==> src/rtl/infer_div_sdiv_36s_21s_15_seq.sv <==
// -----------------------------------------------------------------------------
// infer_div_sdiv_36s_21s_15_seq
//
// Sequential signed divider: 36-bit signed dividend / 21-bit signed divisor ->
// 15-bit signed quotient (truncated toward zero) and 21-bit signed remainder
// (sign of the dividend). Radix-2 restoring core, one operation in flight,
// fixed latency independent of operand values.
//
// Ports:
//   clk        rising-edge clock
//   reset      asynchronous active-low reset
//   ce         clock enable; low freezes all state and outputs
//   in_valid   operands valid          in_ready   divider can accept operands
//   dividend   signed dividend         divisor    signed divisor
//   out_valid  result valid            out_ready  consumer accepts result
//   quotient   signed quotient         remainder  signed remainder
//   ovf        quotient does not fit QUOTIENT_WIDTH
//   dz         divisor was zero
//
// Build option:
//   INFER_DIV_SAT_EN  defined   -> quotient saturates on overflow / divide by zero
//                     undefined -> quotient wraps on overflow, -1 on divide by zero
// -----------------------------------------------------------------------------
module infer_div_sdiv_36s_21s_15_seq #(
  parameter int DIVIDEND_WIDTH = 36,
  parameter int DIVISOR_WIDTH  = 21,
  parameter int QUOTIENT_WIDTH = 15
) (
  input  logic                             clk,
  input  logic                             reset,
  input  logic                             ce,
  input  logic                             in_valid,
  output logic                             in_ready,
  input  logic signed [DIVIDEND_WIDTH-1:0] dividend,
  input  logic signed [DIVISOR_WIDTH-1:0]  divisor,
  output logic                             out_valid,
  input  logic                             out_ready,
  output logic signed [QUOTIENT_WIDTH-1:0] quotient,
  output logic signed [DIVISOR_WIDTH-1:0]  remainder,
  output logic                             ovf,
  output logic                             dz
);

  localparam int DW = DIVIDEND_WIDTH;
  localparam int VW = DIVISOR_WIDTH;
  localparam int QW = QUOTIENT_WIDTH;
  localparam int CW = $clog2(DW);

  typedef enum logic [1:0] {IDLE, CALC, FIX, DONE} state_t;

  state_t            state_q, state_d;
  logic [CW-1:0]     cnt_q, cnt_d;

  // Datapath registers (not reset; only meaningful between accept and FIX)
  logic [DW-1:0]     quo_q;      // dividend magnitude shifting out, quotient bits shifting in
  logic [VW-1:0]     rem_q;      // partial remainder magnitude
  logic [VW-1:0]     dmag_q;     // divisor magnitude
  logic              qneg_q;     // quotient sign
  logic              rneg_q;     // remainder sign (dividend sign)
  logic              dzop_q;     // current operation divides by zero
  logic [VW-1:0]     lo_q;       // dividend low bits, the remainder on divide by zero

  // Result registers (reset)
  logic signed [QW-1:0] quotient_q, quotient_d;
  logic signed [VW-1:0] remainder_q, remainder_d;
  logic                 ovf_q, ovf_d;
  logic                 dz_q;

  // Magnitudes are taken as unsigned values, so the most negative input maps
  // to 2^(W-1) without wrapping.
  function automatic logic [DW-1:0] mag_dvd(input logic [DW-1:0] v);
    return v[DW-1] ? (~v) + DW'(1) : v;
  endfunction

  function automatic logic [VW-1:0] mag_dvs(input logic [VW-1:0] v);
    return v[VW-1] ? (~v) + VW'(1) : v;
  endfunction

`ifdef INFER_DIV_SAT_EN
  function automatic logic [QW-1:0] sat_q(input logic neg);
    return neg ? {1'b1, {(QW-1){1'b0}}} : {1'b0, {(QW-1){1'b1}}};
  endfunction
`endif

  // ---------------------------------------------------------------------------
  // FSM: state register
  // ---------------------------------------------------------------------------
  always_ff @(posedge clk or negedge reset) begin
    if (!reset) begin
      state_q <= IDLE;
      cnt_q   <= '0;
    end else begin
      state_q <= state_d;
      cnt_q   <= cnt_d;
    end
  end

  // ---------------------------------------------------------------------------
  // FSM: next state
  // ---------------------------------------------------------------------------
  always_comb begin
    state_d = state_q;
    cnt_d   = cnt_q;
    if (ce) begin
      case (state_q)
        IDLE: if (in_valid) begin
          state_d = CALC;
          cnt_d   = CW'(DW - 1);
        end
        CALC: begin
          if (cnt_q == '0) state_d = FIX;
          else             cnt_d   = cnt_q - CW'(1);
        end
        FIX:  state_d = DONE;
        DONE: if (out_ready) state_d = IDLE;
        default: state_d = IDLE;
      endcase
    end
  end

  // ---------------------------------------------------------------------------
  // FSM: outputs
  // ---------------------------------------------------------------------------
  always_comb begin
    in_ready  = (state_q == IDLE);
    out_valid = (state_q == DONE);
  end

  // ---------------------------------------------------------------------------
  // Restoring step: shift {rem, quo} left, trial-subtract divisor magnitude
  // ---------------------------------------------------------------------------
  logic [VW:0]   rem_sh;
  logic [VW:0]   trial;
  logic          take;
  logic [VW-1:0] rem_d;

  // rem_q < dmag_q <= 2^(VW-1), so rem_sh < 2^VW and trial[VW] is the borrow.
  always_comb begin
    rem_sh = {rem_q, quo_q[DW-1]};
    trial  = rem_sh - {1'b0, dmag_q};
    take   = ~trial[VW];
    rem_d  = take ? trial[VW-1:0] : rem_sh[VW-1:0];
  end

  always_ff @(posedge clk) begin
    if (ce) begin
      case (state_q)
        IDLE: if (in_valid) begin
          quo_q  <= mag_dvd(dividend);
          rem_q  <= '0;
          dmag_q <= mag_dvs(divisor);
          qneg_q <= dividend[DW-1] ^ divisor[VW-1];
          rneg_q <= dividend[DW-1];
          dzop_q <= (divisor == '0);
          lo_q   <= dividend[VW-1:0];
        end
        CALC: begin
          quo_q <= {quo_q[DW-2:0], take};
          rem_q <= rem_d;
        end
        default: ;
      endcase
    end
  end

  // ---------------------------------------------------------------------------
  // Sign fix-up, range check and result select
  // ---------------------------------------------------------------------------
  logic signed [DW:0] q_full;
  logic               q_fits;

  always_comb begin
    q_full = qneg_q ? -{1'b0, quo_q} : {1'b0, quo_q};
    // The value fits QW signed bits iff all bits from QW-1 upward agree.
    q_fits = (&q_full[DW:QW-1]) | ~(|q_full[DW:QW-1]);

    quotient_d  = q_full[QW-1:0];
    remainder_d = rneg_q ? -rem_q : rem_q;
    ovf_d       = ~q_fits;

    if (dzop_q) begin
      ovf_d       = 1'b0;
      remainder_d = lo_q;
`ifdef INFER_DIV_SAT_EN
      quotient_d  = sat_q(rneg_q);
`else
      quotient_d  = '1;
`endif
    end else if (!q_fits) begin
`ifdef INFER_DIV_SAT_EN
      quotient_d  = sat_q(q_full[DW]);
`else
      quotient_d  = q_full[QW-1:0];
`endif
    end
  end

  always_ff @(posedge clk or negedge reset) begin
    if (!reset) begin
      quotient_q  <= '0;
      remainder_q <= '0;
      ovf_q       <= 1'b0;
      dz_q        <= 1'b0;
    end else if (ce && state_q == FIX) begin
      quotient_q  <= quotient_d;
      remainder_q <= remainder_d;
      ovf_q       <= ovf_d;
      dz_q        <= dzop_q;
    end
  end

  assign quotient  = quotient_q;
  assign remainder = remainder_q;
  assign ovf       = ovf_q;
  assign dz        = dz_q;

endmodule
==> config.mk <==
export PLATFORM = sky130hd
export DESIGN_NAME = infer_div_sdiv_36s_21s_15_seq
export DESIGN_NICKNAME = d
export VERILOG_FILES = /design/src/rtl/infer_div_sdiv_36s_21s_15_seq.sv
export SDC_FILE = /design/constraint.sdc
export NUM_CORES = 1
export LEC_CHECK = 0
export BUFFER_PORTS_ARGS = -buffer_cell sky130_fd_sc_hd__buf_2
export CORE_AREA = 3 3 154 156
export CTS_CLUSTER_DIAMETER = 30
export CTS_CLUSTER_SIZE = 40
export DETAILED_ROUTE_END_ITERATION = 10
export DIE_AREA = 0 0 157 159
export GPL_ROUTABILITY_DRIVEN = 1
export REMOVE_ABC_BUFFERS = 1
export SLEW_MARGIN = 20
export SYNTH_ARGS = -nofsm -noshare
export SYNTH_HDL_FRONTEND = slang
export SYNTH_SLANG_ARGS = --single-unit
==> constraint.sdc <==
create_clock -name clk -period 10.6 [get_ports clk]
set_input_delay 1.59 -clock clk [delete_from_list [all_inputs] [get_ports clk]]
set_output_delay 1.59 -clock clk [all_outputs]
set_load 0.05 [all_outputs]
Word-level counts from Yosys, hierarchy flattened --
Index checks and enable logic that the tools add are counted.
Storage, ports and cells: register bits 148, bits in latches 0, RAM bits 0, memory bits (read-only) 0, input bits 62, output and inout bits 40, logic and storage cells 64, memories 0
Cells by class: add/sub/neg operators 6, $mul 0, divide/modulo/power cells 0, $lt $le $gt $ge 0, equal/unequal tests 7, shifts and indexed selects 0, muxes and demuxes 19, bitwise operators 7, reductions and logical operators 11
Operators with widths (number):
- $mux 21 | 4
- $mux 36 | 2
- $pmux 36 s2 | 1
- $pmux 21 s2 | 1
- $mux 37 | 1
- $neg 36->37 | 1
- $add 36x1->36 const B | 1
- $not 36->36 | 1
- $reduce_and 23->1 | 1
- $reduce_or 23->1 | 1
- $sub 22x21->22 | 1
- $add 21x1->21 const B | 1
- $logic_not 21->1 | 1
- $neg 21->21 | 1
- $not 21->21 | 1
- $mux 20 | 1
- $mux 15 | 1
- $mux 6 | 2
- $pmux 6 s2 | 1
- $pmux 2 s4 | 1
- $reduce_and 4->1 | 2
- $logic_not 6->1 | 1
- $mux 2 | 3
- $ne 2x2->1 const B | 3
- other kinds (12) | 16

Longest topological paths before layout --
Gate-level depths: netlist of the first run.
word-level depth 7, depth in mapped cells 12, mapped depth without buffers 12

Worst setup path after synthesis of the first run --
No wires, ideal clock.
path type input -> register, from input in_valid, to register cnt_q[5], library setup time 135 ps, data arrival time 5850 ps, data required time 10465 ps, slack 4615 ps, stages on the path 7, path buffers 0, cell sequence mux2i_1 > nor2b_1 > nand2_1 > or4_1 > nor3_1 > xnor2_1 > o21ai_0
On the way: cells in the longest elaborated chain, start to end 2
Ends and longest elaborated chain:
- start, declared | line 32 | input logic in_valid,
- $ne 2x2->1 (no source line)
- $reduce_and 4->1 (no source line)
- end signal, assigned | line 94 | cnt_q <= cnt_d;
- end, declared | line 52 | logic [CW-1:0] cnt_q, cnt_d;
No other way between the ends. A chain may end at the register's enable or synchronous reset.

Worst setup path in the final report of the first run --
from input dividend[6], to register quo_q[33], data pin
On the way: cells in the longest elaborated chain, start to end 5
Ends and longest elaborated chain:
- start, declared | line 34 | input logic signed [DIVIDEND_WIDTH-1:0] dividend,
- $not 36->36 | line 72 | return v[DW-1] ? (~v) + DW'(1) : v;
- $add 36x1->36 | line 72
- $mux 36 | line 72
- $mux 36 | line 148 | IDLE: if (in_valid) begin
- $pmux 36 s2 | line 147 | case (state_q)
- end signal, assigned | line 149 | quo_q <= mag_dvd(dividend);
- end signal, assigned | line 158 | quo_q <= {quo_q[DW-2:0], take};
- end, declared | line 55 | logic [DW-1:0] quo_q;
No other way between the ends. The select of a mux whose other input is x is not followed.

==> results.md, run 1 <==
* Netlist cell types at between 60 and 70
* NumNets Final at roughly 1200
* Worst slew pin tran at 1.048 ns
* IO Count at ~100
* Skew final at about 0.0069 ns
* Max_cap viols at 0
* Setup TNS at 0 ns
* CTS sink count at roughly 150
* First-pass GRT wire length at 38120 um
* Seq cells post-synth at 148
* Setup ws final at 6.093 ns
* Fin Hold WS at ~0.48 ns
* Area of the die at roughly 0.025 mm^2
* Fin cells at 1407
* Main synth FF type: edfxtp_1
* HP Start: remainder[5]
* Core ar. at approximately 0.023 mm^2
* Global Route met2 Usage at a little under a third
* Fin crit share at a little over two fifths
* Gr ovfl total at 0
* Final Setup Violations at 0
* Iteration-0 DRC Markers at around 570
* Peak supply drop at 0.1059 mV
* Via/cell ratio at between 5 and 6
* GPL Wtd Cong at about 0.85
* Reg2reg end: ovf
* DRC Markers at 0
* WL per Instance at roughly 16 um
* Hold WC Path Type: register to register
* Post-synthesis cell count at approximately 1000
* Final slew viol count at 0
* Busiest grt layer: met2
* CTS Hold Buffers Added at 0
* Die span in y at about 160 um
* TritonRoute pass-1 iters at 5
* Register area share after synthesis at approximately 44%
* Tot Pwr at between 2000 and 3000 uW
* EDFF count, synth at just over 100
* Layout cell share with drive strength beyond 1 at between 10% and 20%
* Worst r2r path cells at 9
* Slew HR at 29.98%
* R2r startpoint: quo_q[13]
* Initial Util at 42.57%
* GR Util All Layers at a little under a fifth
* Post-CTS Resized at 0
* CTS buffer count at 17
* F_max at between 200 and 250 MHz
* CTS tree: done
* Crit path required time at ~11 ns
* Leak Pwr at 0.004297 uW
* Hpwl dp at about 17000 um
* Pwr dens at ~260 mW/mm^2
* Hold EP: remainder[5]
* R2r setup slk at approximately 6.6 ns
* Max Root-Sink Buffers at 2
* Clk_lat worst skew at between 0.4 and 0.5 ns
* Hold depth at 2
* Initial antenna violation count at 0
* Reg area at 0.004214 mm^2
* Mean Syn Cell Area at 9.292 um^2
* Worst setup SP type: input pin
* Status: finished, final reports clean
* DRT Wirelength at ~23000 um
* Site Rows at 55
* Synth warnings at 0
* Met1 Use GR at 26.45%
* Met3 GRT Util at 3.452%
* Place WS at 5.680 ns
* Worst-path fanout max at 5
* Setup crit end kind: register
* Final hold violation count at 0
* Routed via count at slightly below 8000
* Vias in the first global route at around 7300
* PortBufs at 101
* Cell area after synthesis at between 0.009 and 0.01 mm^2
* WS Path Type: input pin to register
* H-tree Lvls at 4
* RSZ-0062 raised after global routing: no
* Fin crit period at about 4.5 ns
* Area growth from synthesis to layout at 13.97%
* Post-CTS setup buffer count at 0
* Fillers at between 2000 and 2500
* Placed insts at roughly 1400
* Multi-input gate area at ~0.0050 mm^2
* Post-DRT Antenna Nets at 0
* Die X at roughly 160 um
* Largest net degree at the start of global routing at 79
* Worst-path clk slew at ~0.060 ns
* Clock root buffer: clkbuf_16
* Asr flop ratio synth at a little under a third
* CP arrival at about 4.7 ns
==> report_power, final <==
group / switching (uW) / leakage [uW] / internal, uW
registers: 170 / 0.00147 / 845
logic: 787 / 0.00253 / 395
clock network: 240 / 0.000295 / 367
total: 1200 / 0.00430 / 1610
==> per-stage QoR <==
stage	instance area [um^2]	utilization (%)
CTS	10920	48.51
floorplan	9390	-
finish	10920	48.52
global route	10920	48.51
detailed placement	10310	45.84
global placement	10310	45.84
==> cell families after synthesis <==
group / share of synthesized area (%)
adder cells (fa/ha/maj): 4.258
flip-flops: 43.99
multiplexers: 3.200
AND/OR/NAND/NOR: 17.72
buffers and inverters: 3.944
AO/OA/AOI/OAI: 16.47
XOR/XNOR: 10.42
==> worst max-delay path, stage by stage <==
cell,delay (ns)
buf_2,0.12
or4_4,0.57
nor4_4,0.29
nand3_1,0.25
or2_1,0.32
or4_1,0.43
or4_4,0.48
o41ai_1,0.35
xor2_1,0.19
o21ai_1,0.07
==> metal layers <==
| layer | routed length, um | up-vias |
|---|---|---|
| li1 | - | 3872 |
| met2 | 10890 | 165 |
| met3 | 920 | 27 |
| met4 | 408 | 0 |
| met5 | 0 | - |
| met1 | 10960 | 3650 |
==> synthesized netlist by cell type (all sizes together) (3+ instances only) <==
library cell	n	area [um^2]
nor2	99	371.6
dfrtp	46	1151
o21a	8	60.06
buf	4	17.52
a31oi	8	50.05
clkbuf	46	172.7
nand2b	8	50.05
a32oi	4	35.03
nor3b	3	22.52
xor2	64	560.5
xnor2	50	437.9
or2	5	33.79
ha	31	387.9
mux2	5	56.30
nor3	23	115.1
or3	13	81.33
nand4b	3	26.28
nor4	12	90.09
o211ai	3	22.52
inv	49	183.9
a211oi	5	37.54
and3	4	25.02
or4	18	150.1
o21ai	110	550.5
a21o	6	45.04
nor2b	10	62.56
o31ai	25	192.7
nand3	23	115.1
nand2	112	420.4
a21oi	53	265.3
nand4	10	62.56
edfxtp	102	3063
mux2i	25	250.2
o41ai	16	155.2
==> state kept, by name, summed over array words and instances (netlist names) <==
signal     flops
qneg_q         1
ovf            1
state_q        2
rneg_q         1
lo_q          21
dz             1
remainder     21
cnt_q          6
dmag_q        21
dzop_q         1
quotient      15
quo_q         36
rem_q         21
==> placed cells by master, fill, tap and decap left out, types with 14 or more instances in the layout <==
cell / count
nand2_1: 112
nor3_1: 23
a21oi_1: 53
ha_1: 30
nor2_1: 99
o21ai_0: 107
clkbuf_16: 20
or4_1: 14
mux2i_1: 25
xnor2_1: 50
o31ai_1: 24
dfrtp_1: 46
xor2_1: 64
o41ai_1: 14
edfxtp_1: 102
inv_1: 48
buf_2: 101
nand3_1: 23
==> layout make-up <==
| type | instances | area share (%) |
|---|---|---|
| multi-input cells | 783 | 45.78 |
| flip-flops and latches | 148 | 38.59 |
| clock buffers | 27 | 5.191 |
| repair buffers | 108 | 5.111 |
| well taps | 285 | 3.266 |
| inverters | 50 | 1.719 |
| clock inverters | 5 | 0.3208 |
| diodes | 1 | 0.02292 |
==> worst max-delay path by stage <==
| stage | start | endpoint | slack (ns) | cells past startpoint |
|---|---|---|---|---|
| 2_1_floorplan | state_q[1] | cnt_q[5] | 4.28 | 9 |
| 5_1_grt | dividend[6] | quo_q[33] | 5.97 | 10 |
| 3_3_place_gp | dividend[6] | quo_q[33] | 5.72 | 10 |
| 3_5_place_dp | dividend[6] | quo_q[33] | 5.68 | 10 |
| 6_report | dividend[6] | quo_q[33] | 6.09 | 10 |
| 4_1_cts | dividend[6] | quo_q[33] | 6.14 | 10 |
Note: power is estimated with default switching activity, not from simulation.
==> run 2: changes to the inputs <==
--- a/config.mk
+++ b/config.mk
@@ -5,12 +5,13 @@
 export SDC_FILE = /design/constraint.sdc
 export NUM_CORES = 1
 export LEC_CHECK = 0
+export ABC_AREA = 1
 export BUFFER_PORTS_ARGS = -buffer_cell sky130_fd_sc_hd__buf_2
-export CORE_AREA = 3 3 154 156
+export CORE_AREA = 3 3 158 160
 export CTS_CLUSTER_DIAMETER = 30
 export CTS_CLUSTER_SIZE = 40
 export DETAILED_ROUTE_END_ITERATION = 10
-export DIE_AREA = 0 0 157 159
+export DIE_AREA = 0 0 161 163
 export GPL_ROUTABILITY_DRIVEN = 1
 export REMOVE_ABC_BUFFERS = 1
 export SLEW_MARGIN = 20
==> constraint.sdc (replaced) <==
create_clock -name clk -period 4 [get_ports clk]
set_input_delay 0.6 -clock clk [delete_from_list [all_inputs] [get_ports clk]]
set_output_delay 0.6 -clock clk [all_outputs]
set_load 0.05 [all_outputs]
==> results.md, run 2 <==
* GR Util All Layers at 22.23% (+3.3 points)
* Layout cell share with drive strength beyond 1 at 11.36% (-2.9 points)
* Clock group share of total power at 20.6% (-1.0 points)
* Register area share after synthesis at 41.83% (-2.2 points)
* Cell area after synthesis at 0.01007 mm^2 (+5.1%)
* Clock root buffer: clkbuf_16
* F_max at 352.3 MHz
* Post-CTS Resized at 0 (unchanged)
* Power share of the combinational group at 45.8% (+3.6 points)
* H-tree Lvls at 4 (unchanged)
* Worst-path fanout max at 4 (-1)
* CTS tree: done
* Seq cells post-synth at 148 (unchanged)
* Most common cell after layout, fill and taps aside: nand2_1
* Top-count cell post-synth: nand2_1
* Post-synthesis cell count at 1344 (+30%)
* R2r setup slk at 1.16 ns (-5.43 ns)
* EDFF count, synth at 102 (unchanged)
* R2r startpoint: quo_q[35]
* Core ar. at 0.02354 mm^2 (+4.6%)
* Final Setup Violations at 0 (unchanged)
* Main synth FF type: edfxtp_1
* Post-DRT Antenna Nets at 0 (unchanged)
* Sw Share at 46.35% (+3.7 points)
* Netlist cell types at 42 (-31%)
* Hpwl dp at 22290 um (+33%)
* Skew final at 0.01023 ns (+0.003379 ns)
* Area of the die at 0.02624 mm^2 (+5.1%)
* Vias in the first global route at 8538 (+16%)
* Synth top area cells: edfxtp_1, nand2_1, dfrtp_1
* Synth warnings at 0 (unchanged)
* NumNets Final at 1534 (+28%)
* IO Count at 102 (unchanged)
* Setup TNS at 0 ns (unchanged)
* CTS buffer count at 17 (unchanged)
* Mean Syn Cell Area at 7.495 um^2 (-19%)
* GPL Wtd Cong at 0.9786 (+15%)
* PortBufs at 101 (unchanged)
* CP arrival at 3.01 ns (-1.65 ns)
* Initial antenna violation count at 1 (+1)
* Most frequent cells in the layout: nand2_1, nor2_1, inv_1
* Final hold violation count at 0 (unchanged)
* CTS sink count at 148 (unchanged)
* DRC Markers at 0 (unchanged)
* Routed via count at 9128 (+18%)
* Site Rows at 56 (+1.8%)
* Max Root-Sink Buffers at 2 (unchanged)
* Largest net degree at the start of global routing at 58 (-27%)
* Largest register FFs at 36 (unchanged)
* Reg power frac at 33.6% (-2.6 points)
* Commonest cells in the netlist: nand2_1, nor2_1, inv_1, edfxtp_1, nand3_1
* Top-area cell type share of the netlist area at 30.41% (-1.6 points)
* Leak Pwr at 0.005226 uW (+22%)
* WS Path Type: register to register
* Reg2reg end: rem_q[18]
* Asr flop ratio synth at 31.08% (unchanged)
* Status: finished, final reports clean
* TritonRoute pass-1 iters at 5 (unchanged)
* Max_cap viols at 0 (unchanged)
* Slew HR at 43.67% (+14 points)
* Die X at 161 um (+2.5%)
* Worst r2r path cells at 13 (+4)
* Peak supply drop at 0.4080 mV (+290%)
* Initial Util at 42.79% (+0.21 points)
* First-pass GRT wire length at 46150 um (+21%)
* Crit path required time at 4.17 ns (-6.58 ns)
* Tot Pwr at 8153 uW (+190%)
* Die span in y at 163 um (+2.5%)
* Post-CTS setup buffer count at 0 (unchanged)
* Setup crit end kind: register
* CTS Hold Buffers Added at 0 (unchanged)
* P_sw at 3779 uW (+220%)
* Top cell type by total area after synthesis: edfxtp_1
* Area growth from synthesis to layout at 14.56%
* P_int at 4374 uW (+170%)
* Worst setup SP type: register
* RSZ-0062 raised after global routing: no
* Via/cell ratio at 5.151 (-6.0%)
* Clk_lat worst skew at 0.42 ns (about the same)
* DRT Wirelength at 28480 um (+23%)
* Fin crit period at 2.838 ns
* Gr ovfl total at 0 (unchanged)
* Most flop-heavy register: quo_q
* Fin crit share at 70.95%
* Hold WC Path Type: input pin to asynchronous set/reset pin
* Worst slew pin tran at 0.8440 ns (-0.2036 ns)
* Worst-path clk slew at 0.07 ns (about the same)
* Pwr dens at 706.5 mW/mm^2 (+180%)
* Final slew viol count at 0 (unchanged)
* WL per Instance at 16.07 um (-2.5%)
* Fin Hold WS at 0.1870 ns (-0.2890 ns)
* ANT cells at 0 (-1)
* Iteration-0 DRC Markers at 840 (+48%)
-- run 2: worst max path at each step --
stage                      endpoint  cells after the start  slack, ns  startpoint
final                     rem_q[18]                     13       1.16   quo_q[35]
after floorplan            cnt_q[3]                      8       0.07  state_q[1]
after global placement    rem_q[18]                     13       1.15   quo_q[35]
after global routing      rem_q[18]                     13       0.89   quo_q[35]
after CTS                 rem_q[18]                     13       1.15   quo_q[35]
after detailed placement  rem_q[18]                     13       1.16   quo_q[35]
-- run 2: final cells by class --
type / instances / area [um^2]
fill: 2391 / 12000
multi-input combinational: 997 / 5100
sequential: 148 / 4214
inverter: 165 / 619.3
timing repair buffer: 111 / 583.1
clock buffer: 19 / 464.2
tap: 319 / 399.1
clock inverter: 13 / 160.2
-- run 2: per-layer routing --
layer	part of all wire [%]	vias to the layer above	global-route usage [%]
met2	42	281	32.89
li1	-	4645	-
met4	1.3	2	5.241
met5	0.046	-	0
met3	6.6	31	4.120
met1	50	4169	33.69
-- run 2: stage by stage --
step	setup slack [ns]	cell area [um^2]	cells	utilization, %
floorplan	0.06954	9922	1310	-
global placement	1.150	10910	1740	46.35
detailed placement	1.157	10910	1740	46.35
CTS	1.151	11540	1772	49.01
global route	0.8884	11540	1772	49.02
finish	1.162	11540	1772	49.02
-- run 2: kinds of logic after synthesis --
kind of cell,after synthesis,synth area share [%]
AOI/OAI and AO/OA,223,12.51
xor gates and xnor gates,64,5.937
adders and majority gates,32,4.049
buffers and inverters,199,7.651
DFF,148,41.83
and+or+nand+nor,678,28.02
-- run 2: power groups by stage --
stage / logic, uW / clock network, uW / registers (uW)
after floorplan: 2130 / 0 / 3260
after global placement: 3710 / 0 / 2750
after detailed placement: 3730 / 0 / 2760
after CTS: 3740 / 1720 / 2730
after global routing: 4170 / 1790 / 2800
final: 3730 / 1680 / 2740
-- run 2: worst max-delay path: stages, from the launching register on --
cell and delay [ns]:
edfxtp_1 0.35, inv_1 0.10, ha_1 0.24, fa_1 0.41, nand3b_1 0.17, nand2_1 0.10
a21oi_1 0.12, o21ai_0 0.33, nand2_1 0.13, o21ai_0 0.22, xor2_1 0.19, nand2_1 0.11
nand2_1 0.09, inv_1 0.04
==> run 3: changes to the inputs <==
==> constraint.sdc (replaced) <==
create_clock -name clk -period 2.98 [get_ports clk]
set_input_delay 0.447 -clock clk [delete_from_list [all_inputs] [get_ports clk]]
set_output_delay 0.447 -clock clk [all_outputs]
set_load 0.05 [all_outputs]
==> results.md, run 3 (same netlist as run 2, synthesis figures left out) <==
* Status: finished, final reports clean
* Pwr dens at 936.7 mW/mm^2 (+33%)
* WS Path Type: register to register
* Die span in y at 163 um (unchanged)
* Layout cell share with drive strength beyond 1 at 12.07% (+0.72 points)
* Slowest CP cell: fa_1
* Initial antenna violation count at 1 (unchanged)
* CP cell instances: inv_1 > ha_1 > fa_1 > nand3b_1 > nand2_1 > a21oi_1 > o21ai_0 > nand2_1 > o21ai_0 > xor2_1 > nand2_1 > nand2_1 > inv_1
* TritonRoute pass-1 iters at 5 (unchanged)
* CTS buffer count at 17 (unchanged)
* F_max at 369.4 MHz (+4.8%)
* Final Setup Violations at 0 (unchanged)
* Die X at 161 um (unchanged)
* Hpwl dp at 22660 um (+1.7%)
* Fin cells at 1785 (+0.73%)
* Routed via count at 9230 (+1.1%)
* CTS sink count at 148 (unchanged)
* R2r startpoint: quo_q[35]
* Via/cell ratio at 5.171 (+0.38%)
* Site Rows at 56 (unchanged)
* Worst r2r path cells at 13 (unchanged)
* Fin crit share at 90.83% (+20 points)
* NumNets Final at 1547 (+0.85%)
* Clk_lat worst skew at 0.43 ns (about the same)
* Worst slew pin tran at 0.7321 ns (-0.1119 ns)
* Critical Path Most Common Cell: nand2_1
* Crit path required time at 3.17 ns (-1.00 ns)
* Largest net degree at the start of global routing at 48 (-17%)
* Max Root-Sink Buffers at 2 (unchanged)
* Final hold violation count at 0 (unchanged)
* GPL Wtd Cong at 0.9284 (-5.1%)
* Multi-input gate area at 0.005100 mm^2 (unchanged)
* R2r setup slk at 0.27 ns (-0.89 ns)
* Skew final at 0.008917 ns (-0.001318 ns)
* IO Count at 102 (unchanged)
* Reg2reg end: rem_q[18]
* CTS Hold Buffers Added at 0 (unchanged)
* Setup crit end kind: register
* Initial Util at 42.79% (unchanged)
* Worst-path fanout max at 4 (unchanged)
* Post-CTS Resized at 0 (unchanged)
* CTS tree: done
* ANT cells at 0 (unchanged)
* RSZ-0062 raised after global routing: no
* Vias in the first global route at 8656 (+1.4%)
* Clock root buffer: clkbuf_16
* Largest register FFs at 36 (unchanged)
* Most common cell after layout, fill and taps aside: nand2_1
* WL per Instance at 16.07 um (about the same)
* PortBufs at 101 (unchanged)
* CP arrival at 2.90 ns (-0.11 ns)
* Worst-path clk slew at 0.07 ns (about the same)
* Final slew viol count at 0 (unchanged)
* Iteration-0 DRC Markers at 834 (-0.71%)
* Fin crit period at 2.707 ns (-0.1312 ns)
* Core ar. at 0.02354 mm^2 (unchanged)
* Post-DRT Antenna Nets at 0 (unchanged)
* Area growth from synthesis to layout at 15.22%
* Post-CTS setup buffer count at 0 (unchanged)
* GR Util All Layers at 22.16% (-0.066 points)
* DRT Wirelength at 28680 um (+0.72%)
* Slew HR at 51.14% (+7.5 points)
* Leak Pwr at 0.005266 uW (+0.77%)
* Worst setup SP type: register
* Reg area at 0.004214 mm^2 (unchanged)
* Gr ovfl total at 0 (unchanged)
* Peak supply drop at 0.3939 mV (-3.4%)
* Most flop-heavy register: quo_q
* Area of the die at 0.02624 mm^2 (unchanged)
* CP max stage delay at 0.40 ns (about the same)
* DRC Markers at 0 (unchanged)
* Most frequent cells in the layout: nand2_1, nor2_1, inv_1
* Max_cap viols at 0 (unchanged)
* Hold WC Path Type: input pin to asynchronous set/reset pin
* Fin Hold WS at 0.02767 ns (-0.1593 ns)
* First-pass GRT wire length at 46190 um (about the same)
* Fillers at 2360 (-1.3%)
* Placed insts at 1753 (+0.75%)
* H-tree Lvls at 4 (unchanged)
[run 3: how the worst max path moves through the flow]
| stage | cells after the start | startpoint | endpoint | slack, ns |
|---|---|---|---|---|
| floorplan | 8 | state_q[1] | cnt_q[3] | -0.95 |
| global placement | 13 | quo_q[35] | rem_q[18] | 0.29 |
| detailed placement | 13 | quo_q[35] | rem_q[18] | 0.26 |
| CTS | 13 | quo_q[35] | rem_q[18] | 0.26 |
| global route | 15 | quo_q[1] | ovf | 0.07 |
| finish | 13 | quo_q[35] | rem_q[18] | 0.27 |
[run 3: report_power, final]
group | switching [uW] | leakage (uW) | internal [uW]
sequential | 574 | 0.00147 | 3070
clock | 921 | 0.000281 | 1170
combinational | 3580 | 0.00351 | 1560
total | 5080 | 0.00527 | 5790
[run 3: metrics by stage]
stage / utilization, % / cell area [um^2] / TNS (ns) / setup slack (ns) / total power [uW]
after floorplan: - / 9922 / -46.76 / -0.9505 / 7229
after global placement: 46.88 / 11040 / 0 / 0.2861 / 8764
after detailed placement: 46.88 / 11040 / 0 / 0.2619 / 8817
after CTS: 49.29 / 11600 / 0 / 0.2562 / 10930
after global routing: 49.30 / 11610 / 0 / 0.07220 / 11670
final: 49.30 / 11610 / 0 / 0.2731 / 10870
[run 3: cell type report]
class / count / share of cell area, %
clock inverter: 15 / 1.229
sequential: 148 / 36.31
multi-input combinational: 997 / 43.94
clock buffer: 17 / 3.665
timing repair buffer: 124 / 6.080
tap: 319 / 3.439
inverter: 165 / 5.336
[run 3: layer usage]
layer | track usage, % | routed length (um) | vias up
met3 | 2.848 | 1652 | 28
met5 | 0 | 13 | -
li1 | - | - | 4673
met4 | 4.967 | 353 | 2
met2 | 33.99 | 12300 | 274
met1 | 33.49 | 14370 | 4253
[run 3: worst max-delay path, delay by kind of cell (launching register included)]
family | cells | cell delay, ns
buffers and inverters | 2 | 0.12
XOR/XNOR | 1 | 0.21
AND/OR/NAND/NOR | 5 | 0.53
flip-flops | 1 | 0.34
AO/OA/AOI/OAI | 3 | 0.63
adder cells (fa/ha/maj) | 2 | 0.63
